## src/rtl/scan_decoder_pkg.sv

```systemverilog
// Shared definitions for the seven-segment scan bus: active-low segment table,
// blank strobe value, decode result and frame state.
package scan_decoder_pkg;

  localparam int unsigned SEG_W      = 7;
  localparam int unsigned ANODE_W    = 4;
  localparam int unsigned DIGIT_W    = 4;
  localparam int unsigned NUM_DIGITS = 4;
  localparam int unsigned POS_W      = $clog2(NUM_DIGITS);

  // Active-low patterns, bit0 = segment a, so literals read g..a left to right.
  localparam logic [SEG_W-1:0] SEG_0 = 7'b100_0000;
  localparam logic [SEG_W-1:0] SEG_1 = 7'b111_1001;
  localparam logic [SEG_W-1:0] SEG_2 = 7'b010_0100;
  localparam logic [SEG_W-1:0] SEG_3 = 7'b011_0000;
  localparam logic [SEG_W-1:0] SEG_4 = 7'b001_1001;
  localparam logic [SEG_W-1:0] SEG_5 = 7'b001_0010;
  localparam logic [SEG_W-1:0] SEG_6 = 7'b000_0010;
  localparam logic [SEG_W-1:0] SEG_7 = 7'b111_1000;
  localparam logic [SEG_W-1:0] SEG_8 = 7'b000_0000;
  localparam logic [SEG_W-1:0] SEG_9 = 7'b001_0000;
  localparam logic [SEG_W-1:0] SEG_H = 7'b000_1001;

  localparam logic [ANODE_W-1:0] ANODE_BLANK = 4'b1111;
  localparam logic [DIGIT_W-1:0] DIGIT_H     = 4'hE;

  typedef enum logic {COLLECT, DONE} frame_state_e;

  typedef struct packed {
    logic               valid;
    logic [DIGIT_W-1:0] digit;
  } seg_decode_t;

  typedef struct packed {
    logic [ANODE_W-1:0] anode;
    logic [SEG_W-1:0]   seg;
  } scan_sample_t;

endpackage

```

## src/rtl/seg_pattern_decode.sv

```systemverilog
// Combinational seven-segment pattern to digit lookup; unknown patterns
// come back with valid low.
module seg_pattern_decode
  import scan_decoder_pkg::*;
(
  input  logic [SEG_W-1:0] pattern,
  output seg_decode_t      result_c
);

  always_comb begin
    result_c.valid = 1'b1;
    result_c.digit = '0;
    case (pattern)
      SEG_0:   result_c.digit = 4'd0;
      SEG_1:   result_c.digit = 4'd1;
      SEG_2:   result_c.digit = 4'd2;
      SEG_3:   result_c.digit = 4'd3;
      SEG_4:   result_c.digit = 4'd4;
      SEG_5:   result_c.digit = 4'd5;
      SEG_6:   result_c.digit = 4'd6;
      SEG_7:   result_c.digit = 4'd7;
      SEG_8:   result_c.digit = 4'd8;
      SEG_9:   result_c.digit = 4'd9;
      SEG_H:   result_c.digit = DIGIT_H;
      default: result_c.valid = 1'b0;
    endcase
  end

endmodule

```

## src/rtl/scan_decoder.sv

```systemverilog
// Receive side of the multiplexed 4-digit seven-segment scan bus: synchronizes
// the strobes, waits for a stable pattern, and rebuilds the four digits.
module scan_decoder
  import scan_decoder_pkg::*;
#(
  parameter int unsigned STABLE_CYCLES = 4,
  parameter int unsigned SYNC_STAGES   = 2
) (
  input  logic               clk,
  input  logic               rst,
  input  logic [SEG_W-1:0]   segments_in,
  input  logic [ANODE_W-1:0] anode_in,
  output logic [DIGIT_W-1:0] digit0,
  output logic [DIGIT_W-1:0] digit1,
  output logic [DIGIT_W-1:0] digit2,
  output logic [DIGIT_W-1:0] digit3,
  output logic [ANODE_W-1:0] digit_valid,
  output logic               frame_done,
  output logic               err
);

  localparam int unsigned      CNT_W   = $clog2(STABLE_CYCLES + 1);
  localparam logic [CNT_W-1:0] CNT_MAX = CNT_W'(STABLE_CYCLES);

  scan_sample_t          sync_q [SYNC_STAGES];
  scan_sample_t          prev_q;
  scan_sample_t          sample_c;
  logic [CNT_W-1:0]      cnt_q;
  logic [CNT_W-1:0]      cnt_next_c;
  logic                  changed_c;
  logic                  accept_c;
  logic                  blank_c;
  logic                  anode_legal_c;
  logic [POS_W-1:0]      pos_c;
  logic [ANODE_W-1:0]    pos_mask_c;
  logic                  legal_c;
  logic                  illegal_c;
  logic [ANODE_W-1:0]    mask_q;
  logic [ANODE_W-1:0]    mask_next_c;
  logic [DIGIT_W-1:0]    digit_q [NUM_DIGITS];
  frame_state_e          state_q;
  seg_decode_t           dec_c;

  always_ff @(posedge clk or negedge rst) begin
    if (!rst) begin
      for (int unsigned i = 0; i < SYNC_STAGES; i++) sync_q[i] <= '0;
    end else begin
      sync_q[0] <= '{anode: anode_in, seg: segments_in};
      for (int unsigned i = 1; i < SYNC_STAGES; i++) sync_q[i] <= sync_q[i-1];
    end
  end

  assign sample_c  = sync_q[SYNC_STAGES-1];
  assign changed_c = (sample_c != prev_q);

  // Accept once per stable run, including a fresh run when STABLE_CYCLES is 1.
  always_comb begin
    if (changed_c)            cnt_next_c = CNT_W'(1);
    else if (cnt_q == CNT_MAX) cnt_next_c = cnt_q;
    else                      cnt_next_c = cnt_q + CNT_W'(1);
    accept_c = (cnt_next_c == CNT_MAX) && (changed_c || (cnt_q != CNT_MAX));
  end

  seg_pattern_decode u_decode (
    .pattern  (sample_c.seg),
    .result_c (dec_c)
  );

  always_comb begin
    pos_c = '0;
    for (int unsigned i = 0; i < ANODE_W; i++) begin
      if (!sample_c.anode[i]) pos_c = POS_W'(i);
    end
    blank_c       = (sample_c.anode == ANODE_BLANK);
    anode_legal_c = $onehot(~sample_c.anode);
    pos_mask_c    = ANODE_W'(1) << pos_c;
    legal_c       = accept_c && anode_legal_c && dec_c.valid;
    illegal_c     = accept_c && !blank_c && !(anode_legal_c && dec_c.valid);
    mask_next_c   = mask_q | (legal_c ? pos_mask_c : '0);
  end

  always_ff @(posedge clk or negedge rst) begin
    if (!rst) begin
      prev_q      <= '0;
      cnt_q       <= '0;
      mask_q      <= '0;
      state_q     <= COLLECT;
      digit_valid <= '0;
      frame_done  <= 1'b0;
      err         <= 1'b0;
      for (int unsigned i = 0; i < NUM_DIGITS; i++) digit_q[i] <= '0;
    end else begin
      prev_q     <= sample_c;
      cnt_q      <= cnt_next_c;
      err        <= illegal_c;
      frame_done <= 1'b0;
      if (legal_c) begin
        digit_q[pos_c]     <= dec_c.digit;
        digit_valid[pos_c] <= 1'b1;
      end
      // DONE lasts one cycle; an accept landing there starts the next frame.
      case (state_q)
        COLLECT: begin
          mask_q <= mask_next_c;
          if (mask_next_c == '1) begin
            state_q    <= DONE;
            frame_done <= 1'b1;
          end
        end
        DONE: begin
          mask_q  <= legal_c ? pos_mask_c : '0;
          state_q <= COLLECT;
        end
      endcase
    end
  end

  assign digit0 = digit_q[0];
  assign digit1 = digit_q[1];
  assign digit2 = digit_q[2];
  assign digit3 = digit_q[3];

endmodule
```

## config.mk

```make
export PLATFORM = sky130hd
export DESIGN_NAME = scan_decoder
export DESIGN_NICKNAME = d
export VERILOG_FILES = /design/src/rtl/scan_decoder_pkg.sv /design/src/rtl/seg_pattern_decode.sv /design/src/rtl/scan_decoder.sv
export SDC_FILE = /design/constraint.sdc
export NUM_CORES = 1
export LEC_CHECK = 0
export BUFFER_PORTS_ARGS = -buffer_cell sky130_fd_sc_hd__buf_2
export CAP_MARGIN = 20
export CORE_MARGIN = 5
export CORE_UTILIZATION = 54
export CTS_CLUSTER_SIZE = 10
export DETAILED_ROUTE_END_ITERATION = 8
export PLACE_DENSITY_LB_ADDON = 0.1
export SYNTH_ARGS = -nofsm -noshare
export SYNTH_HDL_FRONTEND = slang
export SYNTH_SLANG_ARGS = --single-unit
```

## constraint.sdc

```tcl
create_clock -name clk -period 3.2 [get_ports clk]
set_clock_uncertainty 0.2 [all_clocks]
set_input_delay 0.16 -clock clk [delete_from_list [all_inputs] [get_ports clk]]
set_output_delay 0.16 -clock clk [all_outputs]
set_load 0.005 [all_outputs]
```

# == Word level (Yosys, flattened, before mapping) ==
# Index checks and enable logic that the tools add are counted.
# totals
out_inout_bits,22
register_bits,63
wordCells,77
in_bits,13
# classes
muxes,17
magnitude_cmp,4
shift,1
eq_ne,17
reduce_logical,13
add_sub_neg,4
bitwise_logic,5
# ops
cell,count
one-hot mux 4 bit (10 select lines),1
equality test 7 x 5 -> 1 bit (second input constant),3
equality test 7 bit (second input constant),3
bitwise mux 16 bit,1
equality test 7 x 6 -> 1 bit (second input constant),2
!= test 11 bit,1
OR reduction 11 bit,1
demux 4 bit (select 2 bit),1
equality test 4 bit (second input constant),2
logical AND 1 bit,8
two-way mux 4 bit,2
bitwise OR 4 bit,2
one-hot mux 4 bit (2 select lines),1
equality test 7 x 2 -> 1 bit (second input constant),1
equality test 7 x 4 -> 1 bit (second input constant),1
logical NOT 7 bit,1
equality test 3 bit (second input constant),2
two-way mux 3 bit,2
two-way mux 1 bit,5
adder 1 x 1 -> 2 bit,2
two-way mux 2 bit,2
inverter 4 bit,1
left shift 1 x 2 -> 4 bit (first input constant),1
adder 2 x 2 -> 3 bit,1
other kinds (13),14

# == Depth between registers and ports, before layout ==
# Gate-level depths: netlist of run 1.
# logic_depth
ltp_word,12
depth_mapped,9
ltp_nobuf,9

# == Hierarchy ==
# From an unflattened synthesis of run 1, not the netlist that was laid out.
# hier_totals
cells_unflattened,179
hier_area_um2,2571.2
# modules_own_cells
mod,n_inst,area_each_um2,seq_area_each_um2,cells_per_inst
scan_decoder,1,2359.8,1551.5,144
seg_pattern_decode,1,211.5,0.0,35

# == Least setup slack after synthesis of run 1 ==
# No wires, ideal clock.
# synth_path
path_type,register -> register
start,register sync_q (netlist bit sample_c[7])
end,register digit_q (netlist bit digit1[0])
arrival_time_ns,2.327
setup_ns,0.125
slack_ns,0.548
path_buffers,0
period_less_slack_ns,2.652
path_stages_with_launch,10
required_ns,2.875
cell_sequence,dfrtp_1 fa_1 inv_1 ha_1 ha_1 nor2_1 nand2_1 a31oi_1 nand3_2 mux2_2
# synth_between
elab_chain_cells,6
word_cells_on_any_way,11
cone_classes,add/sub (2); eq/ne (3); mux (1); bitwise (1); reduce/logical (4)
# synth_rtl
item,line,text
start: declaration,scan_decoder.sv:25,scan_sample_t sync_q [SYNC_STAGES];
inverter 4 bit / != test 11 bit (equally long branches),"scan_decoder.sv:75, scan_decoder.sv:54",
adder 1 x 1 -> 2 bit (not written as such) / two-way mux 3 bit (equally long branches),"scan_decoder.sv:75, scan_decoder.sv:58",
adder 2 x 2 -> 3 bit (not written as such) / equality test 3 bit (equally long branches),"scan_decoder.sv:75, scan_decoder.sv:61",
equality test 3 x 1 -> 1 bit / logical AND 1 bit (equally long branches),"scan_decoder.sv:75, scan_decoder.sv:61",
logical AND 1 bit * (2 in a row),scan_decoder.sv:77,legal_c = accept_c && anode_legal_c && dec_c.valid;
end signal: indexed assignment,scan_decoder.sv:98,digit_q[pos_c] <= dec_c.digit;
end: declaration,scan_decoder.sv:40,logic [DIGIT_W-1:0] digit_q [NUM_DIGITS];
# Mark *: on every way between the ends. The rest lies on a longest branch, timed or not.
# A chain may end at the register's enable or synchronous reset.

# == Worst setup path in the final report of run 1 ==
# layout_path
start,register cnt_q[0]
end,register digit_q (netlist bit digit0[1])
# layout_between
elab_chain_cells,7
word_cells_on_any_way,10
cone_classes,add/sub (1); eq/ne (3); mux (2); reduce/logical (4)
# layout_rtl
item,line,text
start: declaration,scan_decoder.sv:28,logic [CNT_W-1:0] cnt_q;
start signal: assignment,scan_decoder.sv:94,cnt_q <= cnt_next_c;
adder 3 x 1 -> 3 bit / equality test 3 bit (equally long branches),"scan_decoder.sv:60, scan_decoder.sv:59",
two-way mux 3 bit,scan_decoder.sv:59,else if (cnt_q == CNT_MAX) cnt_next_c = cnt_q;
two-way mux 3 bit,scan_decoder.sv:58,if (changed_c) cnt_next_c = CNT_W'(1);
equality test 3 bit,scan_decoder.sv:61,accept_c = (cnt_next_c == CNT_MAX) && (changed_c || (cnt_q != CNT_MAX));
logical AND 1 bit *,scan_decoder.sv:61,
logical AND 1 bit * (2 in a row),scan_decoder.sv:77,
# Marked as above.

==> flow_results.xml, run 1 <==
<?xml version="1.0" encoding="UTF-8"?>
<metrics>
  <group name="cts">
    <metric name="number_of_buffers_created_by_cts" unit="">9</metric>
    <metric name="worstSkewPairLatency" unit="ns">0.34</metric>
    <metric name="h-tree-depth" unit="">3</metric>
    <metric name="post_cts.resized_instances" unit="">0</metric>
    <metric name="tritoncts_num_sinks" unit="">62</metric>
    <metric name="clock-root-buffer" unit="">sky130_fd_sc_hd__clkbuf_8</metric>
    <metric name="cts-root-to-sink-buffers" unit="">2</metric>
    <metric name="tritoncts_clock_tree" unit="">built</metric>
    <metric name="clkSlewWorstSetupHoldPaths" unit="ns">0.07</metric>
  </group>
  <group name="grt">
    <metric name="global_route.usage.total" unit="%">18.1</metric>
    <metric name="maximum_number_of_pins_on_one_net_before_global_route_repair" unit="">52</metric>
    <metric name="remaining_overflow_grt" unit="">0</metric>
    <metric name="grt_antenna_before_repair" unit="">0</metric>
    <metric name="grt_pass1_vias" unit="">1686</metric>
    <metric name="grt_first_pass_wirelength" unit="mm">8.30</metric>
  </group>
  <group name="timing">
    <metric name="hold_viol_final" unit="">0</metric>
    <metric name="worst-slew-pin-transition" unit="ns">0.564</metric>
    <metric name="maxSlewHeadroom" unit="%">62.4</metric>
    <metric name="setup_violations" unit="">0</metric>
    <metric name="max_freq" unit="MHz">349</metric>
    <metric name="final_worst_path_period_share" unit="%">89.5</metric>
    <metric name="slew_viol_final" unit="">0</metric>
    <metric name="fin_crit" unit="ns">2.86</metric>
    <metric name="fin_tns_setup" unit="ns">0</metric>
    <metric name="rsz0062_at_grt" unit="">false</metric>
  </group>
  <group name="floorplan">
    <metric name="initial_core_util" unit="%">55.8</metric>
    <metric name="die-height" unit="µm">77.1</metric>
    <metric name="dieArea" unit="µm²">5940</metric>
    <metric name="floorplan.rows" unit="">24</metric>
    <metric name="die_x" unit="µm">77.1</metric>
    <metric name="boundaryPins" unit="">35</metric>
    <metric name="core_area" unit="µm²">4350</metric>
  </group>
  <group name="routing">
    <metric name="vias_after_detailed_routing" unit="">1623</metric>
    <metric name="drt.antenna.violating_nets" unit="">0</metric>
    <metric name="detail_route.wirelength" unit="mm">4.75</metric>
    <metric name="detailedRoute.firstPassIterationCount" unit="">4</metric>
    <metric name="dr.first_iter.drc_count" unit="">74</metric>
    <metric name="wl_per_cell" unit="µm">16.0</metric>
    <metric name="via_per_inst" unit="">5.46</metric>
    <metric name="drc" unit="">0</metric>
  </group>
  <group name="run">
    <metric name="timing.max_cap.violations" unit="">0</metric>
  </group>
  <group name="worst_setup_path">
    <metric name="worst-setup-path-type" unit="">flop to flop</metric>
    <metric name="endpoint_kind" unit="">flop</metric>
    <metric name="critical_path_arrival" unit="ns">2.89</metric>
    <metric name="critical_path.max_fanout" unit="">9</metric>
    <metric name="worst_setup_path_start_kind" unit="">flop</metric>
    <metric name="worst-endpoint-required" unit="ns">3.23</metric>
  </group>
  <group name="synthesis">
    <metric name="netlist_top_cells_area" unit="">sky130_fd_sc_hd__dfrtp_1, sky130_fd_sc_hd__mux2_2, sky130_fd_sc_hd__xnor2_1</metric>
    <metric name="parity_gate_share_of_the_synthesized_area_counting_xor_and_xnor_cells" unit="%">4.32</metric>
    <metric name="synth_top_flop_cell" unit="">sky130_fd_sc_hd__dfrtp_1</metric>
    <metric name="synth_cell_types" unit="">36</metric>
    <metric name="synth.top_cell.area_share" unit="%">63.8</metric>
    <metric name="synth_fa_ha_area_share" unit="%">3.40</metric>
    <metric name="synth.net_count" unit="">203</metric>
    <metric name="synth_cells" unit="">184</metric>
    <metric name="synth-seq-cells" unit="">62</metric>
    <metric name="syn-mean-instance-area" unit="µm²">13.2</metric>
    <metric name="synth-async-reset-ratio" unit="%">100</metric>
    <metric name="post_synth_and_or_nand_nor_area_fraction" unit="%">12.9</metric>
    <metric name="ys_warn_count" unit="">0</metric>
    <metric name="synth_compound_gate_area_share" unit="%">5.97</metric>
    <metric name="synth_top_family_by_area" unit="">simple AND/OR/NAND/NOR gates</metric>
    <metric name="synth.mux.area_fraction" unit="%">7.41</metric>
    <metric name="post_synth_instance_area" unit="µm²">2430</metric>
    <metric name="number_of_flops_mapped_to_enable_cells_by_yosys" unit="">0</metric>
    <metric name="yosysSeqAreaShare" unit="%">63.8</metric>
    <metric name="post-synth-top-area-cell" unit="">sky130_fd_sc_hd__dfrtp_1</metric>
  </group>
  <group name="layout">
    <metric name="utilization" unit="%">69.3</metric>
    <metric name="antenna-diode-count" unit="">0</metric>
    <metric name="final-seq-area" unit="µm²">1550</metric>
    <metric name="fillerInstances" unit="">313</metric>
    <metric name="final_standard_cell_area_without_fillers" unit="µm²">3020</metric>
    <metric name="final_cell_mix" unit="">sky130_fd_sc_hd__dfrtp_1, sky130_fd_sc_hd__buf_2, sky130_fd_sc_hd__mux2_2, sky130_fd_sc_hd__xnor2_1, sky130_fd_sc_hd__dlygate4sd3_1</metric>
    <metric name="multi_input_comb_area" unit="µm²">827</metric>
    <metric name="layoutNonFillerInstCount" unit="">297</metric>
    <metric name="layout_commonest_cell" unit="">sky130_fd_sc_hd__dfrtp_1</metric>
    <metric name="final_layout_size_suffix_gt1_share" unit="%">28.6</metric>
    <metric name="syn2layout_area_growth" unit="%">24.1</metric>
    <metric name="net_total_in_the_final_layout" unit="">259</metric>
  </group>
  <group name="placed_design">
    <metric name="buffer_ports.inserted" unit="">34</metric>
    <metric name="numPlacedInstances" unit="">268</metric>
    <metric name="detailed_place.area" unit="µm²">2660</metric>
    <metric name="finalWeightedCongestion" unit="">0.742</metric>
    <metric name="half_perimeter_wire_length_after_placement" unit="mm">3.13</metric>
  </group>
  <group name="outcome">
    <metric name="run_status" unit="">completed</metric>
  </group>
  <group name="power_and_ir_drop">
    <metric name="report.power.total" unit="mW">1.65</metric>
    <metric name="irDropWorstVdd" unit="mV">0.383</metric>
    <metric name="pwrdens" unit="nW/µm²">546</metric>
    <metric name="leakagePower" unit="nW">1.49</metric>
  </group>
  <group name="worst_hold_path">
    <metric name="worst_hold_path_type" unit="">input pin to asynchronous set/reset pin</metric>
  </group>
</metrics>
[metal layers]
metal	wire length (µm)	track usage, %
met3	213	3.98
met1	2040	23.3
met5	0	0
met4	81	10.3
met2	2410	28.4
[critical path, cell delays in order, from the launching register on]
cell and delay [ns]:
sky130_fd_sc_hd__dfrtp_1 0.40, sky130_fd_sc_hd__ha_1 0.25, sky130_fd_sc_hd__or3b_1 0.39, sky130_fd_sc_hd__a211o_1 0.30, sky130_fd_sc_hd__nor4_4 0.40, sky130_fd_sc_hd__nand3_1 0.42, sky130_fd_sc_hd__mux2_2 0.39
[sequential cells by signal, indices dropped and copies added, names as in the netlist]
name / flops
prev_q: 11
sample_c: 11
sync_q: 11
digit0: 4
digit1: 4
digit2: 4
digit3: 4
digit_valid: 4
mask_q: 4
cnt_q: 3
err: 1
frame_done: 1
[report_power, final]
part / leakage (nW) / internal (mW) / switching (mW) / total [mW]
Combinational: 0.596 / 0.0403 / 0.0421 / 0.0824
Clock: 0.106 / 0.437 / 0.301 / 0.738
Sequential: 0.785 / 0.805 / 0.0220 / 0.827
[worst paths after layout]
path                                    end  slack [ns]  depth (start not counted)        from
worst min register to register  sample_c[4]        0.15                          0  sync_q[15]
worst min-delay path               cnt_q[2]        0.15                          2         rst
worst max-delay path              digit0[1]        0.34                          6    cnt_q[0]
min in group clk                sample_c[4]        0.15                          0  sync_q[15]
max in group asynchronous       sample_c[0]        2.07                          3         rst
worst max register to register    digit0[1]        0.34                          6    cnt_q[0]
[synth_stat cells (all sizes together) (2+ instances only)]
library cell	n
a211oi	2
nor2b	2
a21oi	2
nor2	7
nand2b	5
ha	5
xnor2	12
dfrtp	62
nand3	8
nand3b	2
clkbuf	3
nand4	3
a31oi	2
nor3	5
a32oi	2
nor3b	3
nor4	2
inv	11
o21ai	8
and3b	2
nand2	7
a22oi	2
or3b	2
mux2	16
[metrics by stage]
stage               hold WS, ns  setup WS (ns)
floorplan                -0.336          0.548
global placement         0.0679          0.421
detailed placement       0.0693          0.314
CTS                       0.151          0.322
global route              0.158          0.180
finish                    0.147          0.337
[final cells by class]
class,count,area share (%)
Timing Repair Buffer,48,10.5
Tap cell,52,2.16
Inverter,11,1.37
Sequential cell,62,51.4
Clock buffer,10,4.23
Clock inverter,6,2.86
Multi-Input combinational cell,108,27.4
[repair_timing]
item                      CTS  global route
buffers inserted            0             0
hold endpoints to repair   61             0
hold buffers               12             0
[cell families (layout without fill, tap and decap cells)]
kind of cell	after synthesis	count (layout)
flops	62	62
simple gates	52	52
compound gates	22	22
mux	16	16
buf+inv	14	75
xor+xnor	12	12
fa+ha+maj	6	6
(Power assumes the default switching activity.)
==> run 2: changes to the inputs <==
--- a/config.mk
+++ b/config.mk
@@ -5,7 +5,7 @@
 export SDC_FILE = /design/constraint.sdc
 export NUM_CORES = 1
 export LEC_CHECK = 0
-export BUFFER_PORTS_ARGS = -buffer_cell sky130_fd_sc_hd__buf_2
+export BUFFER_PORTS_ARGS = -buffer_cell sky130_fd_sc_hd__buf_4
 export CAP_MARGIN = 20
 export CORE_MARGIN = 5
 export CORE_UTILIZATION = 54
==> run 2 against run 1 <==
Sequential share of layout area fell by 1.1 points. Cell count fell by 1.0%. Worst setup slack got worse by 0.015 ns. Total power rose by 1.5%. Sequential cell count did not move. Worst hold slack improved by 0.00051 ns. Register-to-register slack barely moved. Sequential power barely moved. Critical path depth did not move. Largest cell class unchanged. Die area did not move. Non-clock buffer count fell by 2. Clock power rose by 3.0%.
==> flow_results.xml, run 2 (synthesis gave the netlist of run 1 again) <==
<?xml version="1.0" encoding="UTF-8"?>
<metrics>
  <group name="timing">
    <metric name="setup_violations" unit="">0</metric>
    <metric name="fin_tns_setup" unit="ns">0</metric>
    <metric name="hold_viol_final" unit="">0</metric>
    <metric name="fin_crit" unit="ns">2.88</metric>
    <metric name="max_freq" unit="MHz">347</metric>
    <metric name="rsz0062_at_grt" unit="">false</metric>
    <metric name="hold-worst-slack" unit="ns">0.148</metric>
    <metric name="slew_viol_final" unit="">0</metric>
    <metric name="final_worst_path_period_share" unit="%">89.9</metric>
    <metric name="worst-slew-pin-transition" unit="ns">0.755</metric>
    <metric name="maxSlewHeadroom" unit="%">49.6</metric>
  </group>
  <group name="floorplan">
    <metric name="die-height" unit="µm">77.1</metric>
    <metric name="floorplan.rows" unit="">24</metric>
    <metric name="dieArea" unit="µm²">5940</metric>
    <metric name="core_area" unit="µm²">4350</metric>
    <metric name="die_x" unit="µm">77.1</metric>
    <metric name="initial_core_util" unit="%">55.8</metric>
    <metric name="boundaryPins" unit="">35</metric>
  </group>
  <group name="power_and_ir_drop">
    <metric name="leakagePower" unit="nW">1.49</metric>
    <metric name="swShare" unit="%">21.0</metric>
    <metric name="internal_power" unit="mW">1.32</metric>
    <metric name="report.power.total" unit="mW">1.67</metric>
    <metric name="power.share.clock" unit="%">45.5</metric>
    <metric name="pwrdens" unit="nW/µm²">542</metric>
    <metric name="power.switching" unit="mW">0.351</metric>
    <metric name="irDropWorstVdd" unit="mV">0.359</metric>
    <metric name="sequentialPowerShare" unit="%">49.5</metric>
    <metric name="power_frac_comb" unit="%">5.0</metric>
  </group>
  <group name="grt">
    <metric name="grt_antenna_before_repair" unit="">0</metric>
    <metric name="maximum_number_of_pins_on_one_net_before_global_route_repair" unit="">63</metric>
    <metric name="grt_first_pass_wirelength" unit="mm">8.34</metric>
    <metric name="remaining_overflow_grt" unit="">0</metric>
    <metric name="global_route.usage.total" unit="%">18.1</metric>
    <metric name="grt_pass1_vias" unit="">1742</metric>
  </group>
  <group name="layout">
    <metric name="net_total_in_the_final_layout" unit="">257</metric>
    <metric name="utilization" unit="%">70.8</metric>
    <metric name="final_standard_cell_area_without_fillers" unit="µm²">3080</metric>
    <metric name="layout_commonest_cell" unit="">sky130_fd_sc_hd__dfrtp_1</metric>
    <metric name="antenna-diode-count" unit="">0</metric>
    <metric name="final_cell_mix" unit="">sky130_fd_sc_hd__dfrtp_1, sky130_fd_sc_hd__buf_4, sky130_fd_sc_hd__mux2_2, sky130_fd_sc_hd__xnor2_1, sky130_fd_sc_hd__dlygate4sd3_1</metric>
    <metric name="syn2layout_area_growth" unit="%">26.8</metric>
    <metric name="final_layout_size_suffix_gt1_share" unit="%">28.1</metric>
  </group>
  <group name="routing">
    <metric name="drt.antenna.violating_nets" unit="">0</metric>
    <metric name="drc" unit="">0</metric>
    <metric name="detailedRoute.firstPassIterationCount" unit="">4</metric>
    <metric name="dr.first_iter.drc_count" unit="">93</metric>
    <metric name="wl_per_cell" unit="µm">15.8</metric>
    <metric name="detail_route.wirelength" unit="mm">4.65</metric>
    <metric name="via_per_inst" unit="">5.39</metric>
    <metric name="vias_after_detailed_routing" unit="">1585</metric>
  </group>
  <group name="worst_setup_path">
    <metric name="critical_path.max_fanout" unit="">9</metric>
    <metric name="worst_setup_path_start_kind" unit="">flop</metric>
    <metric name="critical_path_arrival" unit="ns">2.90</metric>
    <metric name="worst-endpoint-required" unit="ns">3.22</metric>
    <metric name="setup.reg_to_reg.worst_slack" unit="ns">0.32</metric>
    <metric name="critical_path.reg2reg.endpoint" unit="">digit2[3]</metric>
    <metric name="regToRegStartpoint" unit="">cnt_q[0]</metric>
    <metric name="worst-setup-path-type" unit="">flop to flop</metric>
    <metric name="worst_r2r_path_depth" unit="">6</metric>
    <metric name="endpoint_kind" unit="">flop</metric>
  </group>
  <group name="cts">
    <metric name="cts-root-to-sink-buffers" unit="">2</metric>
    <metric name="cts-hold-fix-buffers" unit="">12</metric>
    <metric name="tritoncts_num_sinks" unit="">62</metric>
    <metric name="tritoncts_clock_tree" unit="">built</metric>
    <metric name="clock-root-buffer" unit="">sky130_fd_sc_hd__clkbuf_8</metric>
    <metric name="h-tree-depth" unit="">3</metric>
    <metric name="post_cts.resized_instances" unit="">0</metric>
    <metric name="postCtsSetupRepairBufs" unit="">0</metric>
    <metric name="number_of_buffers_created_by_cts" unit="">9</metric>
    <metric name="worstSkewPairLatency" unit="ns">0.33</metric>
    <metric name="clkSlewWorstSetupHoldPaths" unit="ns">0.06</metric>
  </group>
  <group name="run">
    <metric name="timing.max_cap.violations" unit="">0</metric>
  </group>
  <group name="placed_design">
    <metric name="buffer_ports.inserted" unit="">34</metric>
    <metric name="finalWeightedCongestion" unit="">0.777</metric>
    <metric name="half_perimeter_wire_length_after_placement" unit="mm">3.14</metric>
    <metric name="detailed_place.area" unit="µm²">2740</metric>
  </group>
  <group name="outcome">
    <metric name="run_status" unit="">completed</metric>
  </group>
  <group name="worst_hold_path">
    <metric name="hold_path_depth" unit="">0</metric>
    <metric name="hold_path.startpoint" unit="">sync_q[16]</metric>
    <metric name="worst_hold_path_type" unit="">flop to flop</metric>
    <metric name="min_delay_worst_endpoint" unit="">sample_c[5]</metric>
  </group>
</metrics>
-- run 2: worst max path at each step --
stage | startpoint | end | slack, ns | depth (start not counted)
final | cnt_q[0] | digit2[3] | 0.32 | 6
after global routing | sample_c[10] | digit1[2] | 0.12 | 9
after detailed placement | sample_c[7] | digit1[1] | 0.32 | 9
after CTS | cnt_q[0] | digit0[2] | 0.31 | 6
after floorplan | sample_c[7] | digit1[0] | 0.55 | 9
after global placement | cnt_q[0] | digit0[0] | 0.43 | 6
-- run 2: metal layers --
metal  global-route usage, %  share of wire, %  up-vias
met5                       0                 0        -
met4                    10.1               2.5        0
met3                    4.45               4.3       12
met2                    29.1                51       37
met1                    22.2                42      785
li1                        -                 -      751
-- run 2: through the flow --
stage | setup WS [ns] | cells
after global placement | 0.433 | 267
after global routing | 0.119 | 294
after detailed placement | 0.323 | 267
after CTS | 0.314 | 294
final | 0.322 | 294
after floorplan | 0.548 | 184
-- run 2: cell type report --
cell class	count	area (µm²)
Inverter	11	41.3
Tap cell	52	65.1
Clock inverter	4	70.1
Sequential cell	62	1550
Clock buffer	11	151
Multi-Input combinational cell	108	827
Fill cell	306	1270
Timing Repair Buffer	46	375
-- run 2: worst max-delay path, cell delays in order (launching register included) --
cell and delay, ns:
sky130_fd_sc_hd__dfrtp_1 0.41, sky130_fd_sc_hd__ha_1 0.25, sky130_fd_sc_hd__or3b_1 0.40, sky130_fd_sc_hd__a211o_1 0.29, sky130_fd_sc_hd__nor4_4 0.41, sky130_fd_sc_hd__nand3_1 0.41, sky130_fd_sc_hd__mux2_2 0.38
-- run 2: power groups by stage --
stage / Combinational [mW] / Sequential [mW] / Clock [mW]
after floorplan: 0.0439 / 0.832 / 0
final: 0.0843 / 0.827 / 0.760
after global routing: 0.0977 / 0.830 / 0.809
after detailed placement: 0.0736 / 0.841 / 0
after CTS: 0.0855 / 0.827 / 0.776
after global placement: 0.0697 / 0.839 / 0
==> run 3: changes to the inputs <==
--- a/config.mk
+++ b/config.mk
@@ -7,6 +7,7 @@
 export LEC_CHECK = 0
 export BUFFER_PORTS_ARGS = -buffer_cell sky130_fd_sc_hd__buf_4
 export CAP_MARGIN = 20
+export CORE_ASPECT_RATIO = 2
 export CORE_MARGIN = 5
 export CORE_UTILIZATION = 54
 export CTS_CLUSTER_SIZE = 10
==> run 3 against run 2 <==
Register-to-register slack hardly changed. Via count increased by 0.88%. Cell count grew 0.68%. Worst hold slack about the same. First-iteration DRC count is 38% lower. Clock power is 15% lower. Fmax hardly changed. Critical path type unchanged. Largest cell class unchanged.
==> flow_results.xml, run 3 (synthesis gave the netlist of run 1 again) <==
<?xml version="1.0" encoding="UTF-8"?>
<metrics>
  <group name="outcome">
    <metric name="run_status" unit="">completed</metric>
  </group>
  <group name="floorplan">
    <metric name="boundaryPins" unit="">35</metric>
    <metric name="core_area" unit="µm²">4380</metric>
    <metric name="dieArea" unit="µm²">6030</metric>
    <metric name="floorplan.rows" unit="">34</metric>
    <metric name="initial_core_util" unit="%">55.5</metric>
    <metric name="die_x" unit="µm">57.4</metric>
    <metric name="die-height" unit="µm">105</metric>
  </group>
  <group name="grt">
    <metric name="grt_pass1_vias" unit="">1766</metric>
    <metric name="remaining_overflow_grt" unit="">0</metric>
    <metric name="grt_first_pass_wirelength" unit="mm">8.55</metric>
    <metric name="grt_antenna_before_repair" unit="">0</metric>
    <metric name="maximum_number_of_pins_on_one_net_before_global_route_repair" unit="">63</metric>
    <metric name="global_route.usage.total" unit="%">18.6</metric>
  </group>
  <group name="cts">
    <metric name="number_of_buffers_created_by_cts" unit="">9</metric>
    <metric name="postCtsSetupRepairBufs" unit="">0</metric>
    <metric name="cts-root-to-sink-buffers" unit="">2</metric>
    <metric name="post_cts.resized_instances" unit="">0</metric>
    <metric name="h-tree-depth" unit="">3</metric>
    <metric name="worstSkewPairLatency" unit="ns">0.33</metric>
    <metric name="tritoncts_clock_tree" unit="">built</metric>
    <metric name="cts-hold-fix-buffers" unit="">12</metric>
    <metric name="clock-root-buffer" unit="">sky130_fd_sc_hd__clkbuf_8</metric>
    <metric name="clkSlewWorstSetupHoldPaths" unit="ns">0.06</metric>
    <metric name="tritoncts_num_sinks" unit="">62</metric>
  </group>
  <group name="power_and_ir_drop">
    <metric name="irDropWorstVdd" unit="mV">0.416</metric>
    <metric name="pwrdens" unit="nW/µm²">511</metric>
    <metric name="report.power.total" unit="mW">1.56</metric>
    <metric name="leakagePower" unit="nW">1.48</metric>
  </group>
  <group name="layout">
    <metric name="net_total_in_the_final_layout" unit="">257</metric>
    <metric name="layout_commonest_cell" unit="">sky130_fd_sc_hd__dfrtp_1</metric>
    <metric name="final_layout_size_suffix_gt1_share" unit="%">28.1</metric>
    <metric name="antenna-diode-count" unit="">0</metric>
    <metric name="layoutNonFillerInstCount" unit="">296</metric>
    <metric name="final_cell_mix" unit="">sky130_fd_sc_hd__dfrtp_1, sky130_fd_sc_hd__buf_4, sky130_fd_sc_hd__mux2_2, sky130_fd_sc_hd__xnor2_1, sky130_fd_sc_hd__dlygate4sd3_1</metric>
    <metric name="syn2layout_area_growth" unit="%">25.5</metric>
  </group>
  <group name="worst_setup_path">
    <metric name="worst-setup-path-type" unit="">flop to flop</metric>
    <metric name="critical_path_arrival" unit="ns">2.88</metric>
    <metric name="endpoint_kind" unit="">flop</metric>
    <metric name="worst_setup_path_start_kind" unit="">flop</metric>
    <metric name="critical_path.max_fanout" unit="">6</metric>
    <metric name="critPathLaunch" unit="">sample_c[7]</metric>
    <metric name="critical_path.reg2reg.endpoint" unit="">digit1[1]</metric>
    <metric name="worst-endpoint-required" unit="ns">3.21</metric>
    <metric name="setup.reg_to_reg.worst_slack" unit="ns">0.32</metric>
    <metric name="regToRegStartpoint" unit="">sample_c[7]</metric>
    <metric name="worst_r2r_path_depth" unit="">9</metric>
  </group>
  <group name="routing">
    <metric name="drt.antenna.violating_nets" unit="">0</metric>
    <metric name="dr.first_iter.drc_count" unit="">58</metric>
    <metric name="wl_per_cell" unit="µm">16.5</metric>
    <metric name="detailedRoute.firstPassIterationCount" unit="">4</metric>
    <metric name="drc" unit="">0</metric>
    <metric name="vias_after_detailed_routing" unit="">1599</metric>
    <metric name="via_per_inst" unit="">5.40</metric>
    <metric name="detail_route.wirelength" unit="mm">4.88</metric>
  </group>
  <group name="worst_hold_path">
    <metric name="worst_hold_path_type" unit="">flop to flop</metric>
    <metric name="min_delay_worst_endpoint" unit="">sample_c[5]</metric>
    <metric name="hold_path_depth" unit="">0</metric>
    <metric name="hold_path.startpoint" unit="">sync_q[16]</metric>
  </group>
  <group name="placed_design">
    <metric name="buffer_ports.inserted" unit="">34</metric>
    <metric name="half_perimeter_wire_length_after_placement" unit="mm">3.44</metric>
    <metric name="pre_cts_ws" unit="ns">0.329</metric>
    <metric name="finalWeightedCongestion" unit="">0.824</metric>
    <metric name="numPlacedInstances" unit="">269</metric>
  </group>
  <group name="timing">
    <metric name="rsz0062_at_grt" unit="">false</metric>
    <metric name="hold-worst-slack" unit="ns">0.148</metric>
    <metric name="maxSlewHeadroom" unit="%">50.1</metric>
    <metric name="fin_crit" unit="ns">2.88</metric>
    <metric name="worst-slew-pin-transition" unit="ns">0.748</metric>
    <metric name="finalWorstSetupSlack" unit="ns">0.325</metric>
    <metric name="final_worst_path_period_share" unit="%">89.9</metric>
    <metric name="hold_viol_final" unit="">0</metric>
    <metric name="setup_violations" unit="">0</metric>
    <metric name="slew_viol_final" unit="">0</metric>
    <metric name="fin_tns_setup" unit="ns">0</metric>
    <metric name="max_freq" unit="MHz">348</metric>
  </group>
  <group name="run">
    <metric name="timing.max_cap.violations" unit="">0</metric>
  </group>
</metrics>
run 3: changes by cell type in the layout (fill, tap and decap cells not counted):
cell	before	now
sky130_fd_sc_hd__clkinv_2	2	4
sky130_fd_sc_hd__bufinv_16	2	1
sky130_fd_sc_hd__clkbuf_8	11	10
run 3: worst max-delay path, stage by stage, from the launching register on:
cell                      delay, ns
sky130_fd_sc_hd__dfrtp_1       0.44
sky130_fd_sc_hd__fa_1          0.55
sky130_fd_sc_hd__inv_1         0.04
sky130_fd_sc_hd__ha_1          0.17
sky130_fd_sc_hd__ha_1          0.27
sky130_fd_sc_hd__nor2_1        0.10
sky130_fd_sc_hd__nand2_1       0.15
sky130_fd_sc_hd__a31oi_1       0.31
sky130_fd_sc_hd__nand3_2       0.19
sky130_fd_sc_hd__mux2_2        0.33
run 3: area by class of cell:
type,instances,area [µm²]
fillers,298,1330
clock inverters,5,50.0
multi-input cells,108,827
well taps,54,67.6
clock buffers,10,138
inverters,11,41.3
flip-flops and latches,62,1550
repair buffers,46,375
run 3: how the worst max path moves through the flow:
stage / to / slack, ns / depth (start not counted)
global placement: digit2[0] / 0.45 / 6
global route: digit1[1] / 0.15 / 9
CTS: digit1[1] / 0.33 / 9
floorplan: digit1[0] / 0.55 / 9
finish: digit1[1] / 0.32 / 9
detailed placement: digit1[1] / 0.33 / 9
run 3: where the power goes:
part | switching [mW] | leakage (nW) | internal (mW)
Sequential | 0.0217 | 0.785 | 0.805
Combinational | 0.0441 | 0.589 | 0.0413
Clock | 0.277 | 0.102 | 0.371
run 3: metrics by stage:
stage	utilization [%]	area, µm²
after floorplan	-	2430
after detailed placement	62.6	2740
final	69.6	3050
after global routing	69.6	3050
after global placement	62.6	2740
after CTS	69.6	3050
run 3: routing by layer:
| metal | vias to the layer above | part of all wire, % | global-route usage (%) |
|---|---|---|---|
| li1 | 746 | - | - |
| met1 | 807 | 38 | 20.9 |
| met2 | 38 | 57 | 31.6 |
| met3 | 8 | 3.6 | 5.06 |
| met4 | 0 | 2.2 | 9.12 |
| met5 | - | 0 | 0 |
